===== config.mk =====
export PLATFORM = sky130hd
export DESIGN_NAME = l1_command_arbiter
export DESIGN_NICKNAME = d
export VERILOG_FILES = /design/src/rtl/l1_command_arbiter.sv
export SDC_FILE = /design/constraint.sdc
export NUM_CORES = 1
export LEC_CHECK = 0
export ABC_AREA = 1
export CORE_MARGIN = 5
export CORE_UTILIZATION = 43
export DETAILED_ROUTE_END_ITERATION = 8
export GPL_TIMING_DRIVEN = 1
export PLACE_DENSITY = 0.79
export SYNTH_ARGS = -nofsm -noshare
export SYNTH_HDL_FRONTEND = slang
export SYNTH_SLANG_ARGS = --single-unit

===== constraint.sdc =====
create_clock -name clk -period 2.3 [get_ports clk]
set_input_delay 0.46 -clock clk [delete_from_list [all_inputs] [get_ports clk]]
set_output_delay 0.46 -clock clk [all_outputs]
set_load 0.05 [all_outputs]

===== src/rtl/l1_command_arbiter.sv =====
// Shares one L1 cache command port among NREQ requesters: requester 0 has fixed priority,
// the rest are served round-robin; tracks the cache busy handshake and reports completions.
module l1_command_arbiter #(
    parameter int NREQ    = 3,
    parameter int ADDR_W  = 60,
    parameter int CMD_W   = 3,
    parameter int ID_W    = 2,
    parameter int TIMEOUT = 15
) (
    input  logic                     clk,
    input  logic                     rst,
    input  logic [NREQ-1:0]          req_valid,
    input  logic [NREQ*CMD_W-1:0]    req_cmd,
    input  logic [NREQ*ADDR_W-1:0]   req_addr,
    output logic [NREQ-1:0]          req_ready,
    output logic                     cache_write,
    output logic [CMD_W-1:0]         cache_command,
    output logic [ADDR_W-1:0]        cache_address,
    input  logic                     cache_processing,
    output logic                     done_valid,
    output logic [ID_W-1:0]          done_id,
    output logic                     done_err,
    output logic [31:0]              issued_count
);

    localparam int CNT_W = $clog2(TIMEOUT + 1);
    localparam logic [CMD_W-1:0] CMD_LAST = CMD_W'(4);

    typedef enum logic [2:0] {
        S_IDLE,
        S_ISSUE,
        S_WAIT_BUSY,
        S_WAIT_DONE,
        S_DONE
    } state_t;

    state_t             state_q;
    logic [ID_W-1:0]    rr_q;
    logic [ID_W-1:0]    id_q;
    logic               err_q;
    logic [CNT_W-1:0]   cnt_q;
    logic [NREQ-1:0]    req_ready_q;
    logic               cache_write_q;
    logic [CMD_W-1:0]   cache_command_q;
    logic [ADDR_W-1:0]  cache_address_q;
    logic               done_valid_q;
    logic [ID_W-1:0]    done_id_q;
    logic               done_err_q;
    logic [31:0]        issued_count_q;

    logic [CMD_W-1:0]   cmd_arr  [NREQ];
    logic [ADDR_W-1:0]  addr_arr [NREQ];

    genvar gi;
    generate
        for (gi = 0; gi < NREQ; gi++) begin : g_unpack
            assign cmd_arr[gi]  = req_cmd[gi*CMD_W +: CMD_W];
            assign addr_arr[gi] = req_addr[gi*ADDR_W +: ADDR_W];
        end
    endgenerate

    // Winner: requester 0 first, else the first valid one after rr_q within 1..NREQ-1.
    logic            win_any;
    logic [ID_W-1:0] win_id;
    int              idx;

    always_comb begin
        win_any = 1'b0;
        win_id  = '0;
        idx     = 0;
        if (req_valid[0]) begin
            win_any = 1'b1;
        end else begin
            for (int k = 1; k < NREQ; k++) begin
                idx = int'(rr_q) + k;
                if (idx >= NREQ) idx = idx - (NREQ - 1);
                if (!win_any && req_valid[ID_W'(idx)]) begin
                    win_any = 1'b1;
                    win_id  = ID_W'(idx);
                end
            end
        end
    end

    always_ff @(posedge clk or negedge rst) begin
        if (!rst) begin
            state_q         <= S_IDLE;
            rr_q            <= ID_W'(NREQ - 1);
            id_q            <= '0;
            err_q           <= 1'b0;
            cnt_q           <= '0;
            req_ready_q     <= '0;
            cache_write_q   <= 1'b0;
            cache_command_q <= '0;
            cache_address_q <= '0;
            done_valid_q    <= 1'b0;
            done_id_q       <= '0;
            done_err_q      <= 1'b0;
            issued_count_q  <= '0;
        end else begin
            req_ready_q   <= '0;
            cache_write_q <= 1'b0;
            done_valid_q  <= 1'b0;
            done_id_q     <= '0;
            done_err_q    <= 1'b0;
            case (state_q)
                S_IDLE: begin
                    if (!cache_processing && win_any) begin
                        state_q     <= S_ISSUE;
                        id_q        <= win_id;
                        req_ready_q <= NREQ'(1) << win_id;
                        // Illegal commands are acknowledged but never reach the cache.
                        if (cmd_arr[win_id] <= CMD_LAST) begin
                            err_q           <= 1'b0;
                            cache_write_q   <= 1'b1;
                            cache_command_q <= cmd_arr[win_id];
                            cache_address_q <= addr_arr[win_id];
                            issued_count_q  <= issued_count_q + 32'd1;
                        end else begin
                            err_q <= 1'b1;
                        end
                    end
                end
                S_ISSUE: begin
                    cnt_q <= '0;
                    if (err_q) begin
                        state_q      <= S_DONE;
                        done_valid_q <= 1'b1;
                        done_id_q    <= id_q;
                        done_err_q   <= 1'b1;
                    end else begin
                        state_q <= S_WAIT_BUSY;
                    end
                end
                S_WAIT_BUSY: begin
                    if (cache_processing) begin
                        state_q <= S_WAIT_DONE;
                    end else if (cnt_q == CNT_W'(TIMEOUT - 1)) begin
                        state_q      <= S_DONE;
                        done_valid_q <= 1'b1;
                        done_id_q    <= id_q;
                        done_err_q   <= 1'b1;
                    end else begin
                        cnt_q <= cnt_q + 1'b1;
                    end
                end
                S_WAIT_DONE: begin
                    if (!cache_processing) begin
                        state_q      <= S_DONE;
                        done_valid_q <= 1'b1;
                        done_id_q    <= id_q;
                        done_err_q   <= 1'b0;
                    end
                end
                S_DONE: begin
                    state_q <= S_IDLE;
                    if (id_q != '0) rr_q <= id_q;
                end
                default: state_q <= S_IDLE;
            endcase
        end
    end

    assign req_ready     = req_ready_q;
    assign cache_write   = cache_write_q;
    assign cache_command = cache_command_q;
    assign cache_address = cache_address_q;
    assign done_valid    = done_valid_q;
    assign done_id       = done_id_q;
    assign done_err      = done_err_q;
    assign issued_count  = issued_count_q;

endmodule


* After elaboration in Yosys (flattened, before gate mapping)
Index checks and enable logic that the tools add are counted.
Word-level totals: output and inout port bits 103, flip-flop bits (word level) 115, memories 0, bits in writable memories 0, bits in latches 0, logic and storage cells 98, bits in read-only memories 0
Cells by class: div/mod/pow operators 0, $mul 0, muxes and demuxes 49, reduce and logical (&&, ||, !) cells 12, shift operators 1, eq/ne operators 10, $add $sub $neg 6, bitwise gates (word level) 1, magnitude comparators 6
Operators by type and width (count):
- $bmux W60 S2 | 1
- $mux W60 | 2
- $add A32 B1 Y32 const B | 1
- $mux W3 | 9
- $mux W2 | 11
- $mux W1 | 16
- $pmux W3 S4 | 1
- $reduce_and A3 Y1 | 3
- $lt A2 B4 Y1 const B | 2
- $mux W4 | 2
- $ne A2 B2 Y1 const B | 4
- $pmux W4 S2 | 1
- $bmux W3 S2 | 1
- $eq A3 B2 Y1 const B | 2
- $ge A3 B2 Y1 const B | 2
- $pmux W2 S3 | 1
- $add A4 B1 Y4 const B | 1
- $bmux W1 S2 | 2
- $eq A4 B4 Y1 const B | 1
- $reduce_and A2 Y1 | 2
- $reduce_bool A2 Y1 | 2
- $sub A2 B2 Y2 const B | 2
- $add A2 B1 Y3 const B | 1
- $add A2 B2 Y3 const B | 1
- other kinds (12) | 14

* Longest topological paths before layout
Gate-level depths: netlist of run 1.
word-level depth 21, depth in mapped cells 14, depth with buffers taken out 12

* Worst setup path after synthesis of run 1
Ideal clock, no wire load.
path kind register -> register, start point reg issued_count_q[0] (netlist: issued_count[0]), end point reg issued_count_q[16] (netlist: issued_count[16]), arrival 2.031 ns, setup time 0.065 ns, stages on the path, launching flop included 9, slack 0.203 ns, buffers on the path 0, period minus slack after synthesis 2.097 ns, cells stage by stage dfrtp_1 ha_1 inv_1 nor3_1 nand2_1 nor2_1 xor2_1 nand3_1 nand2_1
On the way: cells in the longest elaborated chain, start to end 1
RTL lines:
- start: declaration | RTL line 49 | logic [31:0] issued_count_q;
- start signal: assignment | RTL line 118 | issued_count_q <= issued_count_q + 32'd1;
- $add A32 B1 Y32 | RTL line 118
No other way between the ends. A chain may end at the register's enable or synchronous reset.

* Worst setup path after layout of run 1
start point reg issued_count_q[8] (netlist: issued_count[8]), end point out issued_count[8]
RTL lines:
- end: declaration | RTL line 23 | output logic [31:0] issued_count
No word-level cell between the ends.

==> impl_results.md, run 1 <==
* Run status: finished clean
* Routed wl met3 at 2080 µm
* Fin nets at 1519
* Number of synthesized register bits at 115
* Die Y at 137.1 µm
* Period minus WS final at 2.204 ns
* Slew Viols, Final at 0
* Data arrival time of the worst path at 1.74 ns
* Worst slack, placed at -0.1500 ns
* Tot Pwr at ~12 mW
* Routed WL at 24530 µm
* Total leakage power at around 5 nW
* Final worst slack at 0.09614 ns
* Post-CTS Resized at 0
* P per Cell Area at 1095 mW/mm²
* Mean Syn Cell Area at just under 7 µm²
* Worst relative slew slack at 57.66%
* R2R Setup Slk at 0.30 ns
* Clock buffer depth at 2
* Ys Warns at 0
* Synthesized area at 0.006948 mm²
* CP peak stage delay at approximately 0.86 ns
* Commonest cells after routing, fill and taps aside: nand2_1 (411), clkdlybuf4s50_1 (296), o21ai_0 (128)
* FF-to-FF End: issued_count[28]$_DFFE_PN0P_
* Ant diodes at 0
* Synth cell types at 31
* Crit Path Category: reg2out
* Sequential fraction of the synthesis area at 41.44%
* Synth Net Count at 1228
* Achievable Freq at 453.7 MHz
* HP Class: in2async
* Worst Path Max Fanout at 5
* Mapped Cells at ~1000
* Setup bufs post-CTS at 0
* Drt wl/cell at 15.82 µm
* FF-to-FF Start: issued_count[1]$_DFFE_PN0P_
* Clock Skew at 0.006790 ns
* Port buffer count at just under 300
* Setup violations, final at 0
* Gpl congestion at 0.9448
* Ports at 298
* Vias per cell at approximately 4.9
* Num rows at between 40 and 50
* Top routing layer used: met5
* Initial antenna violation count at 1
* Placeable Area at 0.01589 mm²
* # clock sinks at 115
* CP max-delay cell: clkdlybuf4s50_1
* Met1 wire length at 9639 µm
* Drt drc at 0
* Reg2Reg Depth at 11
* Metal2 WL at 12150 µm
* Buf/Inv on CP at 1
* Maximum VDD drop at 0.0005771 V
* Starting Density at between 40% and 50%
* Hold Vio Cnt, Final at 0
* Largest net degree at the start of global routing at 116
* TritonCTS clock tree: yes
* Global-route wire length before repair at 37940 µm
* Clock root buffer: clkbuf_16
* Startpoint Class: flop
* Crit path cell chain: clkdlybuf4s50_1
* Fin util at roughly 69%
* Die ar. at ~0.019 mm²
* Required time of the critical path at 1.84 ns
* Die W at 137.1 µm
* Fraction of layout instances using a drive strength above 1 at 5.472%
* Max cap viols at 0
* Gr ovfl total at 0
* Worst-path clk slew at 0.06 ns
* P&R area growth vs syn at 57.18%
* DR vias at 7588
* Vias in the first global route at 7397
* Top delay family on crit path: buffers and inverters
* Unrepaired setup endpoints after global routing: false
* CP Capture Type: primary output
* Initial DRC count at around 460
* Pre-Repair DR Iteration Count at 6
* Worst Max-Slew Pin Slew at 0.6351 ns
* H-tree depth at 4
* Dpl hpwl at 18470 µm
* Placed cell count at 1518
* Clk Latency, worst-skew pair at between 0.4 and 0.5 ns
* Total track usage at 25.99%
* Final non-filler cell total at 1550
* Routed Antenna Nets at 0
* Hold slack at 0.1203 ns
* Final period util at 95.82%
* Commonest non-fill, non-tap cell in the layout: nand2_1
* Hold-fix buffers, CTS at 0
* CTS Buf Count at 17
area by class of cell:
| class | count | area [µm²] |
|---|---|---|
| Tap cell | 216 | 270.3 |
| Clock inverter | 13 | 181.4 |
| Timing Repair Buffer | 328 | 3353 |
| Sequential cell | 115 | 2879 |
| Multi-Input combinational cell | 760 | 3412 |
| Clock buffer | 19 | 452.9 |
| Inverter | 99 | 371.6 |
| Fill cell | 1372 | 4965 |
synthesized netlist by cell type, drive strengths merged:
| library cell | n | area share, % |
|---|---|---|
| nand2 | 414 | 23 |
| o21ai | 129 | 9.3 |
| dfrtp | 114 | 41 |
| nand3 | 109 | 8.0 |
| inv | 99 | 5.3 |
| nor2 | 48 | 2.7 |
| buf | 36 | 3.2 |
| clkbuf | 20 | 1.1 |
| xor2 | 17 | 2.1 |
| nor3 | 14 | 1.0 |
| nand3b | 7 | 0.76 |
| a21oi | 5 | 0.36 |
| xnor2 | 4 | 0.50 |
| ha | 3 | 0.54 |
| nand4 | 2 | 0.18 |
| o2111ai | 2 | 0.25 |
| o31ai | 2 | 0.22 |
| or2 | 2 | 0.18 |
| dfstp | 1 | 0.38 |
| o211ai | 1 | 0.11 |
| o21bai | 1 | 0.11 |
cell families (layout without fill, tap and decap cells):
group	Yosys count	in the layout	share of synthesized area [%]
xor gates and xnor gates	21	21	2.647
and+or+nand+nor	596	596	35.44
DFF	115	115	41.44
adders and majority gates	3	3	0.5403
buffers and inverters	155	459	9.598
AOI/OAI and AO/OA	140	140	10.34
routing by layer:
layer	vias to the layer above	track usage, %
li1	3828	-
met1	3442	30.92
met2	271	43.92
met3	45	8.640
met4	2	9.091
met5	-	0
state kept, by name, indices dropped and copies added, names as in the netlist:
signal         cells
req_ready          3
issued_count      32
rr_q               2
done_valid         1
cache_write        1
done_err           1
cache_command      3
id_q               2
err_q              1
cnt_q              4
cache_address     60
state_q            3
done_id            2
through the flow:
step	instance area, µm²	TNS [ns]
2_1_floorplan	6948	0
3_3_place_gp	10290	-0.3107
3_5_place_dp	10290	-7.790
4_1_cts	10920	0
5_1_grt	10920	0
6_report	10920	0
power by group:
part / internal (mW) / switching, mW / leakage [nW] / total [mW]
sequential: 2.68 / 0.427 / 1.50 / 3.11
clock: 1.87 / 0.981 / 0.309 / 2.85
combinational: 2.03 / 3.97 / 3.31 / 6.00
total: 6.58 / 5.38 / 5.12 / 12.0
worst max path at each step:
| stage | from | slack [ns] | end | cells past startpoint |
|---|---|---|---|---|
| 4_1_cts | issued_count[2]$_DFFE_PN0P_ | 0.08 | issued_count[2] | 1 |
| 5_1_grt | issued_count[2]$_DFFE_PN0P_ | 0.04 | issued_count[2] | 1 |
| 2_1_floorplan | issued_count[0]$_DFFE_PN0P_ | 0.20 | issued_count[16]$_DFFE_PN0P_ | 8 |
| 6_report | issued_count[8]$_DFFE_PN0P_ | 0.1 | issued_count[8] | 1 |
| 3_5_place_dp | req_valid[1] | -0.15 | cache_address[42]$_DFFE_PN0P_ | 11 |
| 3_3_place_gp | req_valid[1] | -0.08 | cache_address[42]$_DFFE_PN0P_ | 11 |
Note: power is estimated with default switching activity, not from simulation.
==> run 2, diff against run 1 <==
--- a/config.mk
+++ b/config.mk
@@ -6,6 +6,7 @@
 export NUM_CORES = 1
 export LEC_CHECK = 0
 export ABC_AREA = 1
+export CAP_MARGIN = 15
 export CORE_MARGIN = 5
 export CORE_UTILIZATION = 43
 export DETAILED_ROUTE_END_ITERATION = 8
==> results of run 2 <==
The final DEF is identical to that of run 1; final timing and power are the same.
==> run 3, diff against run 2 <==
--- a/config.mk
+++ b/config.mk
@@ -8,10 +8,11 @@
 export ABC_AREA = 1
 export CAP_MARGIN = 15
 export CORE_MARGIN = 5
-export CORE_UTILIZATION = 43
+export CORE_UTILIZATION = 52
 export DETAILED_ROUTE_END_ITERATION = 8
+export DONT_BUFFER_PORTS = 1
 export GPL_TIMING_DRIVEN = 1
-export PLACE_DENSITY = 0.79
+export PLACE_DENSITY = 0.65
 export SYNTH_ARGS = -nofsm -noshare
 export SYNTH_HDL_FRONTEND = slang
 export SYNTH_SLANG_ARGS = --single-unit
==> run 3 against run 2 <==
  * Routed wire length decreased by 16%
  * Non-clock buffer count decreased by 285
  * Utilization decreased by 9.0 points
  * The run now ends with negative hold slack left
==> impl_results.md, run 3 (same netlist as run 1, synthesis figures left out) <==
* Run status: finished with violations
* Failing checks: negative hold slack
* FF-to-FF End: cache_address[0]$_DFFE_PN0P_
* DR vias at 6464 (-15%)
* Clock root buffer: clkbuf_16
* Fill cells at 1295 (-5.6%)
* Vias in the first global route at 6105 (-17%)
* Max cap viols at 0 (unchanged)
* Total track usage at 25.58% (-0.41 points)
* GR peak layer: met2
* Hold Vio Cnt, Final at 115 (+115)
* Worst Setup EP: cache_address[0]$_DFFE_PN0P_
* Die W at 125.6 µm (-8.4%)
* Met3 usage at 8.827% (+0.19 points)
* Worst relative slew slack at 60.44% (+2.8 points)
* Worst slack, placed at 0.2799 ns (+0.4299 ns)
* Final period util at 86.61% (-9.2 points)
* Setup bufs post-CTS at 0 (unchanged)
* P per Cell Area at 1276 mW/mm² (+17%)
* Die Y at 125.6 µm (-8.4%)
* Commonest cells after routing, fill and taps aside: nand2_1 (411), o21ai_0 (128), dfrtp_1 (114)
* Gr ovfl total at 0 (unchanged)
* P&R area growth vs syn at 13.34%
* Gpl congestion at 0.9033 (-4.4%)
* Unrepaired setup endpoints after global routing: false
* M2 GR Usage at 41.54% (-2.4 points)
* CP max-delay cell: dfrtp_1
* Achievable Freq at 502.0 MHz (+11%)
* Die ar. at 0.01577 mm² (-16%)
* CTS Buf Count at 17 (unchanged)
* Slew Viols, Final at 0 (unchanged)
* H-tree depth at 4 (unchanged)
* Ports at 298 (unchanged)
* Maximum VDD drop at 0.0007127 V (+23%)
* Placed cell count at 1193 (-21%)
* Data arrival time of the worst path at 2.30 ns (+0.56 ns)
* Largest register FFs at 60 (unchanged)
* Hold slack at -0.2614 ns (-0.3816 ns)
* TritonCTS clock tree: yes
* Final non-filler cell total at 1225 (-21%)
* Reg2Reg Depth at 10 (-1)
* Initial antenna violation count at 0 (-1)
* Clock Skew at 0.007589 ns (+0.0007988 ns)
* Port buffer count at 0 (-100%)
* Grt met1 use at 31.94% (+1.0 points)
* Top delay family on crit path: simple AND/OR/NAND/NOR gates
* Required time of the critical path at 2.61 ns (+0.77 ns)
* Fraction of layout instances using a drive strength above 1 at 7.436% (+2.0 points)
* Initial DRC count at 486 (+5.4%)
* Starting Density at 52.68% (+8.9 points)
* Placeable Area at 0.01319 mm² (-17%)
* Fin nets at 1234 (-19%)
* Clock buffer depth at 2 (unchanged)
* Final worst slack at 0.3079 ns (+0.2117 ns)
* Worst Setup SP: rr_q[0]$_DFFE_PN0P_
* FF-to-FF Start: rr_q[0]$_DFFE_PN0P_
* Largest net degree at the start of global routing at 121 (+4.3%)
* Setup TNS Final at 0 ns (unchanged)
* Drt drc at 0 (unchanged)
* Clk Latency, worst-skew pair at 0.42 ns (about the same)
* Dpl hpwl at 15040 µm (-19%)
* Routed WL at 20510 µm (-16%)
* Pre-Repair DR Iteration Count at 5 (-1)
* Worst path depth at 10 (+9)
* CP peak stage delay at 0.41 ns (-0.45 ns)
* Vias per cell at 5.277 (+7.8%)
* Worst Max-Slew Pin Slew at 0.5934 ns (-0.04174 ns)
* Routed Antenna Nets at 0 (unchanged)
* HP Class: in2async
* Commonest non-fill, non-tap cell in the layout: nand2_1
* Cell mode on critical path: nand2_1
* CP Capture Type: flop
* R2R Setup Slk at 0.31 ns (about the same)
* Startpoint Class: flop
* Ant diodes at 0 (unchanged)
* Total leakage power at 4.017 nW (-22%)
* Worst-path clk slew at 0.05 ns (about the same)
* Period minus WS final at 1.992 ns (-0.2117 ns)
* Tot Pwr at 10.05 mW (-16%)
* Drt wl/cell at 16.74 µm (+5.8%)
* Buf/Inv on CP at 2 (+1)
* # clock sinks at 115 (unchanged)
* Worst Path Max Fanout at 76 (+71)
* Num rows at 42 (-8.7%)
* Crit Path Category: reg2reg
* Setup violations, final at 0 (unchanged)
* Global-route wire length before repair at 32320 µm (-15%)
* Crit path cell chain: nor2_2 -> nand2_1 -> nand2_4 -> buf_12 -> buf_4 -> nand2_1 -> o21ai_0 -> o21ai_0 -> nand3_1 -> nand2_1
[run 3: changes by cell type in the layout (fill, tap and decap cells not counted)]
cell / change
inv_6: -1
bufinv_16: -2
buf_4: +15
clkinv_4: -2
buf_12: -4
clkdlybuf4s50_1: -296
clkbuf_1: +6
clkinvlp_4: -2
clkbuf_8: +1
[run 3: area by class of cell]
type,instances,area [µm²],area share (%)
Inverter,99,371.6,4.719
Clock inverter,6,80.08,1.017
Clock buffer,26,489.2,6.212
Tap cell,176,220.2,2.796
Timing Repair Buffer,43,422.9,5.370
Multi-Input combinational cell,760,3412,43.33
Sequential cell,115,2879,36.56
[run 3: worst min path at each step]
| stage | startpoint | to | slack, ns | cells after the start |
|---|---|---|---|---|
| finish | rst | cache_address[48]$_DFFE_PN0P_ | -0.26 | 0 |
| detailed placement | rst | done_err$_DFF_PN0_ | 0.17 | 0 |
| floorplan | rst | cache_address[0]$_DFFE_PN0P_ | 0.16 | 0 |
| CTS | rst | issued_count[23]$_DFFE_PN0P_ | -0.27 | 0 |
| global route | rst | done_err$_DFF_PN0_ | -0.28 | 0 |
| global placement | rst | cache_address[48]$_DFFE_PN0P_ | 0.17 | 0 |
[run 3: what timing repair did]
| action | in CTS | in global routing |
|---|---|---|
| endpoints found under the setup margin | 0 | 0 |
| resized for setup | 0 | 0 |
| endpoints found under the hold margin | 115 | 115 |
[run 3: power breakdown]
group	internal [mW]	total [mW]	switching [mW]	leakage (nW)
clock network	1.67	2.55	0.879	0.282
registers	2.64	5.11	2.47	1.50
logic	0.789	2.38	1.60	2.24
total	5.10	10.0	4.94	4.02
[run 3: routing by layer]
layer  wire, µm  share of wire [%]  vias to the layer above
li1           -                  -                     3271
met4        406                2.0                        0
met1       8453                 41                     2919
met2       9844                 48                      242
met5          0                  0                        -
met3       1801                8.8                       32
[run 3: metrics by stage]
step	util [%]	cell area, µm²	hold WS, ns
finish	59.70	7875	-0.2614
global placement	55.39	7306	0.1670
floorplan	-	6948	0.1644
global route	59.70	7875	-0.2803
detailed placement	55.39	7306	0.1676
CTS	59.70	7875	-0.2738
